$ cat src/rtl/shiftrow_pipe.sv
// Rijndael ShiftRows / InvShiftRows for Nb = 4, 6, 8 with one registered output stage
// and a skid register so in_ready comes straight from a flop.
module shiftrow_pipe #(
    parameter int NB = 4,
    parameter int W  = 32 * NB
) (
    input  logic         clk,
    input  logic         rst,
    input  logic         in_valid,
    output logic         in_ready,
    input  logic         in_mode,
    input  logic [W-1:0] in_data,
    output logic         out_valid,
    input  logic         out_ready,
    output logic [W-1:0] out_data,
    output logic         out_mode
);

    if (!((NB == 4) || (NB == 6) || (NB == 8)) || (W != 32 * NB)) begin : g_bad_nb
        $error("shiftrow_pipe: NB must be 4, 6 or 8 and W must equal 32*NB");
    end

    logic [W-1:0] fwd, inv, perm;

    // Byte s[r][c] lives at bit W-1-8*(4c+r); every source index is a compile-time constant.
    for (genvar r = 0; r < 4; r++) begin : g_row
        localparam int SH = (r == 0) ? 0 :
                            (r == 1) ? 1 :
                            (r == 2) ? ((NB == 8) ? 3 : 2) :
                                       ((NB == 8) ? 4 : 3);
        for (genvar c = 0; c < NB; c++) begin : g_col
            localparam int FS = (c + SH) % NB;
            localparam int IS = (c - SH + NB) % NB;
            assign fwd[W-1-8*(4*c+r) -: 8] = in_data[W-1-8*(4*FS+r) -: 8];
            assign inv[W-1-8*(4*c+r) -: 8] = in_data[W-1-8*(4*IS+r) -: 8];
        end
    end

    assign perm = in_mode ? inv : fwd;

    logic         out_valid_q, out_valid_d;
    logic [W-1:0] out_data_q,  out_data_d;
    logic         out_mode_q,  out_mode_d;
    logic         skid_valid_q, skid_valid_d;
    logic [W-1:0] skid_data_q,  skid_data_d;
    logic         skid_mode_q,  skid_mode_d;
    logic         in_ready_q,   in_ready_d;
    logic         acc, drain;

    always_comb begin
        acc          = in_valid & in_ready_q;
        drain        = out_valid_q & out_ready;
        out_valid_d  = out_valid_q;
        out_data_d   = out_data_q;
        out_mode_d   = out_mode_q;
        skid_valid_d = skid_valid_q;
        skid_data_d  = skid_data_q;
        skid_mode_d  = skid_mode_q;
        // The skid is only ever filled while the output register is stalled, and acc
        // cannot coincide with a full skid because in_ready mirrors its emptiness.
        if (!out_valid_q || drain) begin
            if (skid_valid_q) begin
                out_valid_d  = 1'b1;
                out_data_d   = skid_data_q;
                out_mode_d   = skid_mode_q;
                skid_valid_d = 1'b0;
            end else if (acc) begin
                out_valid_d = 1'b1;
                out_data_d  = perm;
                out_mode_d  = in_mode;
            end else begin
                out_valid_d = 1'b0;
            end
        end else if (acc) begin
            skid_valid_d = 1'b1;
            skid_data_d  = perm;
            skid_mode_d  = in_mode;
        end
        in_ready_d = ~skid_valid_d;
    end

    always_ff @(posedge clk or posedge rst) begin
        if (rst) begin
            out_valid_q  <= 1'b0;
            out_data_q   <= '0;
            out_mode_q   <= 1'b0;
            skid_valid_q <= 1'b0;
            skid_data_q  <= '0;
            skid_mode_q  <= 1'b0;
            in_ready_q   <= 1'b0;
        end else begin
            out_valid_q  <= out_valid_d;
            out_data_q   <= out_data_d;
            out_mode_q   <= out_mode_d;
            skid_valid_q <= skid_valid_d;
            skid_data_q  <= skid_data_d;
            skid_mode_q  <= skid_mode_d;
            in_ready_q   <= in_ready_d;
        end
    end

    assign in_ready  = in_ready_q;
    assign out_valid = out_valid_q;
    assign out_data  = out_data_q;
    assign out_mode  = out_mode_q;

endmodule

$ cat config.mk
export PLATFORM = sky130hd
export DESIGN_NAME = shiftrow_pipe
export DESIGN_NICKNAME = d
export VERILOG_FILES = /design/src/rtl/shiftrow_pipe.sv
export SDC_FILE = /design/constraint.sdc
export NUM_CORES = 1
export LEC_CHECK = 0
export CAP_MARGIN = 30
export CORE_UTILIZATION = 56
export CTS_BUF_LIST = sky130_fd_sc_hd__clkbuf_2 sky130_fd_sc_hd__clkbuf_4 sky130_fd_sc_hd__clkbuf_8
export DETAILED_ROUTE_END_ITERATION = 6
export PLACE_DENSITY_LB_ADDON = 0.1
export SYNTH_ARGS = -nofsm -noshare
export SYNTH_HDL_FRONTEND = slang
export SYNTH_SLANG_ARGS = --single-unit
$ cat constraint.sdc
create_clock -name clk -period 26.9 [get_ports clk]
set_input_delay 5.38 -clock clk [delete_from_list [all_inputs] [get_ports clk]]
set_output_delay 5.38 -clock clk [all_outputs]
set_load 0.1 [all_outputs]
== Word level (Yosys, flattened, before mapping) ==
Index checks and enable logic that the tools add are counted.

* Mux-type cells: 9
* Bitwise operators: 4
* Reduce and logical (&&, ||, !) cells: 5

{| class="wikitable"
|+ Operators with widths
! kind !! count
|-
| 128-bit two-way mux || 2
|-
| 120-bit two-way mux || 1
|-
| 1-bit two-way mux || 6
|-
| 2-bit AND reduction || 2
|-
| 1-bit bitwise AND || 2
|-
| 1-bit NOT || 2
|-
| 2-bit nonzero test || 1
|-
| 1-bit zero test || 1
|-
| 1-bit logical OR || 1
|}

* Bits in registers: 261
* Input port bits: 133
* Output and inout port bits: 131
* Logic and storage cells: 25

== Logic depth before layout (Yosys ltp) ==
* Word-level depth: 4
* Depth in mapped cells: 5
* Gate-level depth less buffers: 3

== Worst setup path after synthesis ==
OpenSTA, ideal clock, no wires.

* Kind: input-to-reg
* From: input in_mode
* To: register skid_data_q[16]
* Library setup time: 0.125 ns
* Data arrival time: 6.289 ns
* Data required time: 26.775 ns
* Setup slack: 20.487 ns
* Stages: 4
* Path buffers: 2
* Cells stage by stage: buf_4 buf_6 mux2_2 mux2_2

* Word-level cells in the longest chain between the ends: 1

{| class="wikitable"
|+ RTL lines
! element !! line !! text
|-
| start: declaration || 11 || <nowiki>input logic in_mode,</nowiki>
|-
| 120-bit two-way mux || 39 || <nowiki>assign perm = in_mode ? inv : fwd;</nowiki>
|-
| end signal: assignment || 96 || <nowiki>skid_data_q <= skid_data_d;</nowiki>
|-
| end: declaration || 45 || <nowiki>logic [W-1:0] skid_data_q, skid_data_d;</nowiki>
|}

Every way passes these cells.
A chain may end at the register's enable or synchronous reset.

== Worst setup path after layout ==
* From: input out_ready
* To: register out_data_q[124], in the netlist out_data[124]

* Word-level cells in the longest chain between the ends: 3

{| class="wikitable"
|+ RTL lines
! element !! line !! text
|-
| start: declaration || 14 || <nowiki>input logic out_ready,</nowiki>
|-
| 1-bit bitwise AND || 52 || <nowiki>drain = out_valid_q & out_ready;</nowiki>
|-
| 1-bit logical OR || 61 || <nowiki>if (!out_valid_q || drain) begin</nowiki>
|-
| 2-bit AND reduction (no source line) || - ||
|-
| end signal: assignment || 93 || <nowiki>out_data_q <= out_data_d;</nowiki>
|-
| end: declaration || 42 || <nowiki>logic [W-1:0] out_data_q, out_data_d;</nowiki>
|}

Every way passes these cells.

==> metrics.yaml <==
status:
  status: "complete, no violations"
layout:
  num_antenna_cells: 0
  syn_to_final_growth_pct: 32.6
  n_fill_cell: 1430
  nets: 1321
  drive_gt1_share_pct: 23.1
setup_path:
  start_kind: "input port"
  crit_path_end_kind: "flop"
  crit_type: "in2reg"
  ff2ff_path_depth: 5
  worstPathArrival_ns: 8.23
  crit_path_max_fanout: 83
  crit_required_ns: 27.25
synthesis:
  mappedNetlistArea_sq_um: 11700
  syn_inst: 937
  synth_cell_types: 20
  synth-seq-cells: 261
  yosys.area.top_type_share_pct: 55.6
  synth_nets: 1070
  yosysSeqAreaShare_pct: 55.6
  yosysWarnings: 0
  yosysTopAreaCell: "dfrtp_1"
  synth_common_cells: "dfrtp_1 (261), mux2_2 (177), o21ai_0 (140)"
  synth_edf_count: 0
  synth_area_leaders: "dfrtp_1 (56%), mux2_2 (17%), mux2i_1 (11%), o21ai_0 (6.0%), o21ai_1 (4.7%)"
  avgSynthCellArea_sq_um: 12.5
  synth_most_common_cell: "dfrtp_1"
  synth_async_sr_flop_share_pct: 100
  ys.flop_type: "dfrtp_1"
power_and_ir_drop:
  sequentialPowerShare_pct: 33.3
  cellInternalPower_uw: 939
  total_leakage_power_nw: 6.73
  power.density_nw_per_um2: 110
  p_sw_share_pct: 45.0
  clockPowerShare_pct: 21.3
  irDropWorstVdd_mv: 0.0631
  comb_power_share_pct: 45.4
  p_sw_uw: 768
floorplan:
  initial_core_util_pct: 57.7
  die_area_sq_um: 21600
  die_h_um: 147
  fp-row-count: 52
  fp.dieW_um: 147
  coreArea_sq_um: 20400
  ios: 264
grt:
  grt_max_degree: 90
  grt_pass1_vias: 8844
  track_usage_pct: 26.4
  grt_first_pass_wirelength_um: 45400
  grt_antenna_before_repair: 0
  grt-ovfl-total: 0
worst_hold_path:
  holdPathStages: 2
  min_path_type: "reg2reg"
drt:
  antenna_left: 0
  post_drt_wl_per_cell_um: 19.0
  vias: 8527
  vias_per_cell: 5.73
  remaining_drc_errors: 0
  drtIter0Drc: 400
  wl_um: 28300
  drtPass1Iterations: 4
clock_tree:
  cts_buffers: 43
  cts_root_buf: "clkbuf_8"
  postCtsHoldBufs: 0
  cts_buffer_depth: 3
  clock_latency_ns: 0.53
  cts_tree: "yes"
  htree_levels: 2
  postCtsSetupRepairBufs: 0
  cts_sinks: 261
  post_cts_resize_count: 0
  clkTransAtPathRegs_ns: 0.06
timing:
  whs_ns: 0.493
  drv_slew: 0
  slew_headroom_pct: 29.3
  rsz0062_at_grt: "no"
  fin_crit_sh_pct: 29.3
  skew_ns: 0.00957
  worst_pin_slew_ns: 1.06
  finalHoldViolations: 0
  fmax_mhz: 127
  setup_viol: 0
  post-route-min-period_ns: 7.88
  setup_tns_ns: 0
flow_run:
  cap_violations: 0
placement:
  dp_hpwl_um: 17100
  gp_congestion: 0.779
  io_buffer_count: 263
cell families after synthesis:
family          share of synthesized area [%]
flops                                    55.6
simple gates                             1.02
buf+inv                                  3.56
compound gates                           11.8
mux                                      28.0
routing by layer:
layer	global-route usage [%]	part of all wire [%]	vias up
met5	0	0	-
met4	9.01	2.2	0
met3	6.86	7.3	45
met2	44.5	49	255
met1	33.0	41	4340
li1	-	-	3887
stage by stage:
step / utilization (%) / instances / setup WS (ns) / power, mW / area (sq um)
CTS: 75.9 / 1485 / 19.03 / 1.71 / 15500
floorplan: - / 937 / 14.34 / 1.14 / 11700
detailed placement: 71.4 / 1409 / 18.47 / 1.34 / 14500
finish: 76.5 / 1489 / 19.02 / 1.71 / 15600
global route: 76.5 / 1489 / 18.85 / 1.78 / 15600
global placement: 70.8 / 1405 / 18.53 / 1.31 / 14400
power groups by stage:
stage | sequential, mW | combinational [mW] | clock, mW
after floorplan | 0.969 | 0.166 | 0
after global placement | 0.568 | 0.747 | 0
after detailed placement | 0.573 | 0.766 | 0
after CTS | 0.568 | 0.767 | 0.370
after global routing | 0.581 | 0.806 | 0.389
final | 0.568 | 0.776 | 0.364
layout make-up:
class | instances | area (sq um) | share of cell area [%]
clock inverters | 3 | 17.5 | 0.112
inverters | 3 | 20.0 | 0.129
clock buffers | 73 | 911 | 5.85
well taps | 270 | 338 | 2.17
flip-flops and latches | 261 | 6540 | 42.0
repair buffers | 284 | 2950 | 18.9
multi-input cells | 595 | 4810 | 30.9
worst max-delay path, cell delays in order:
cell	delay (ns)
clkdlybuf4s50_1	0.47
nor2b_4	0.12
buf_4	0.53
or2_4	0.60
buf_4	0.82
o21ai_0	0.25
layout by cell type, fill, tap and decap left out, drive strengths merged:
master         count
o21ai            250
nand2b             2
a2111oi            8
nand2              9
mux2i            129
a21o               8
clkbuf            73
inv                2
a21oi              1
nor2b              9
dfrtp            261
buf               22
clkinv             3
clkinvlp           1
nand4b             1
clkdlybuf4s50    262
or2                1
mux2             177
state kept, by name, indices dropped and copies added, names as in the netlist:
register / cells
in_ready: 1
out_data: 128
out_mode: 1
out_valid: 1
skid_data_q: 128
skid_mode_q: 1
skid_valid_q: 1
final timing paths:
path,from,to,slack (ns)
max in group asynchronous,rst,out_data[75],19.49
min reg2reg,skid_data_q[117],skid_data_q[117],0.49
min in group asynchronous,rst,skid_data_q[95],5.32
min,skid_data_q[117],skid_data_q[117],0.49
max,out_ready,out_data[124],19.02
max reg2reg,skid_valid_q,out_data[115],23.49
Note: power is estimated with default switching activity, not from simulation.
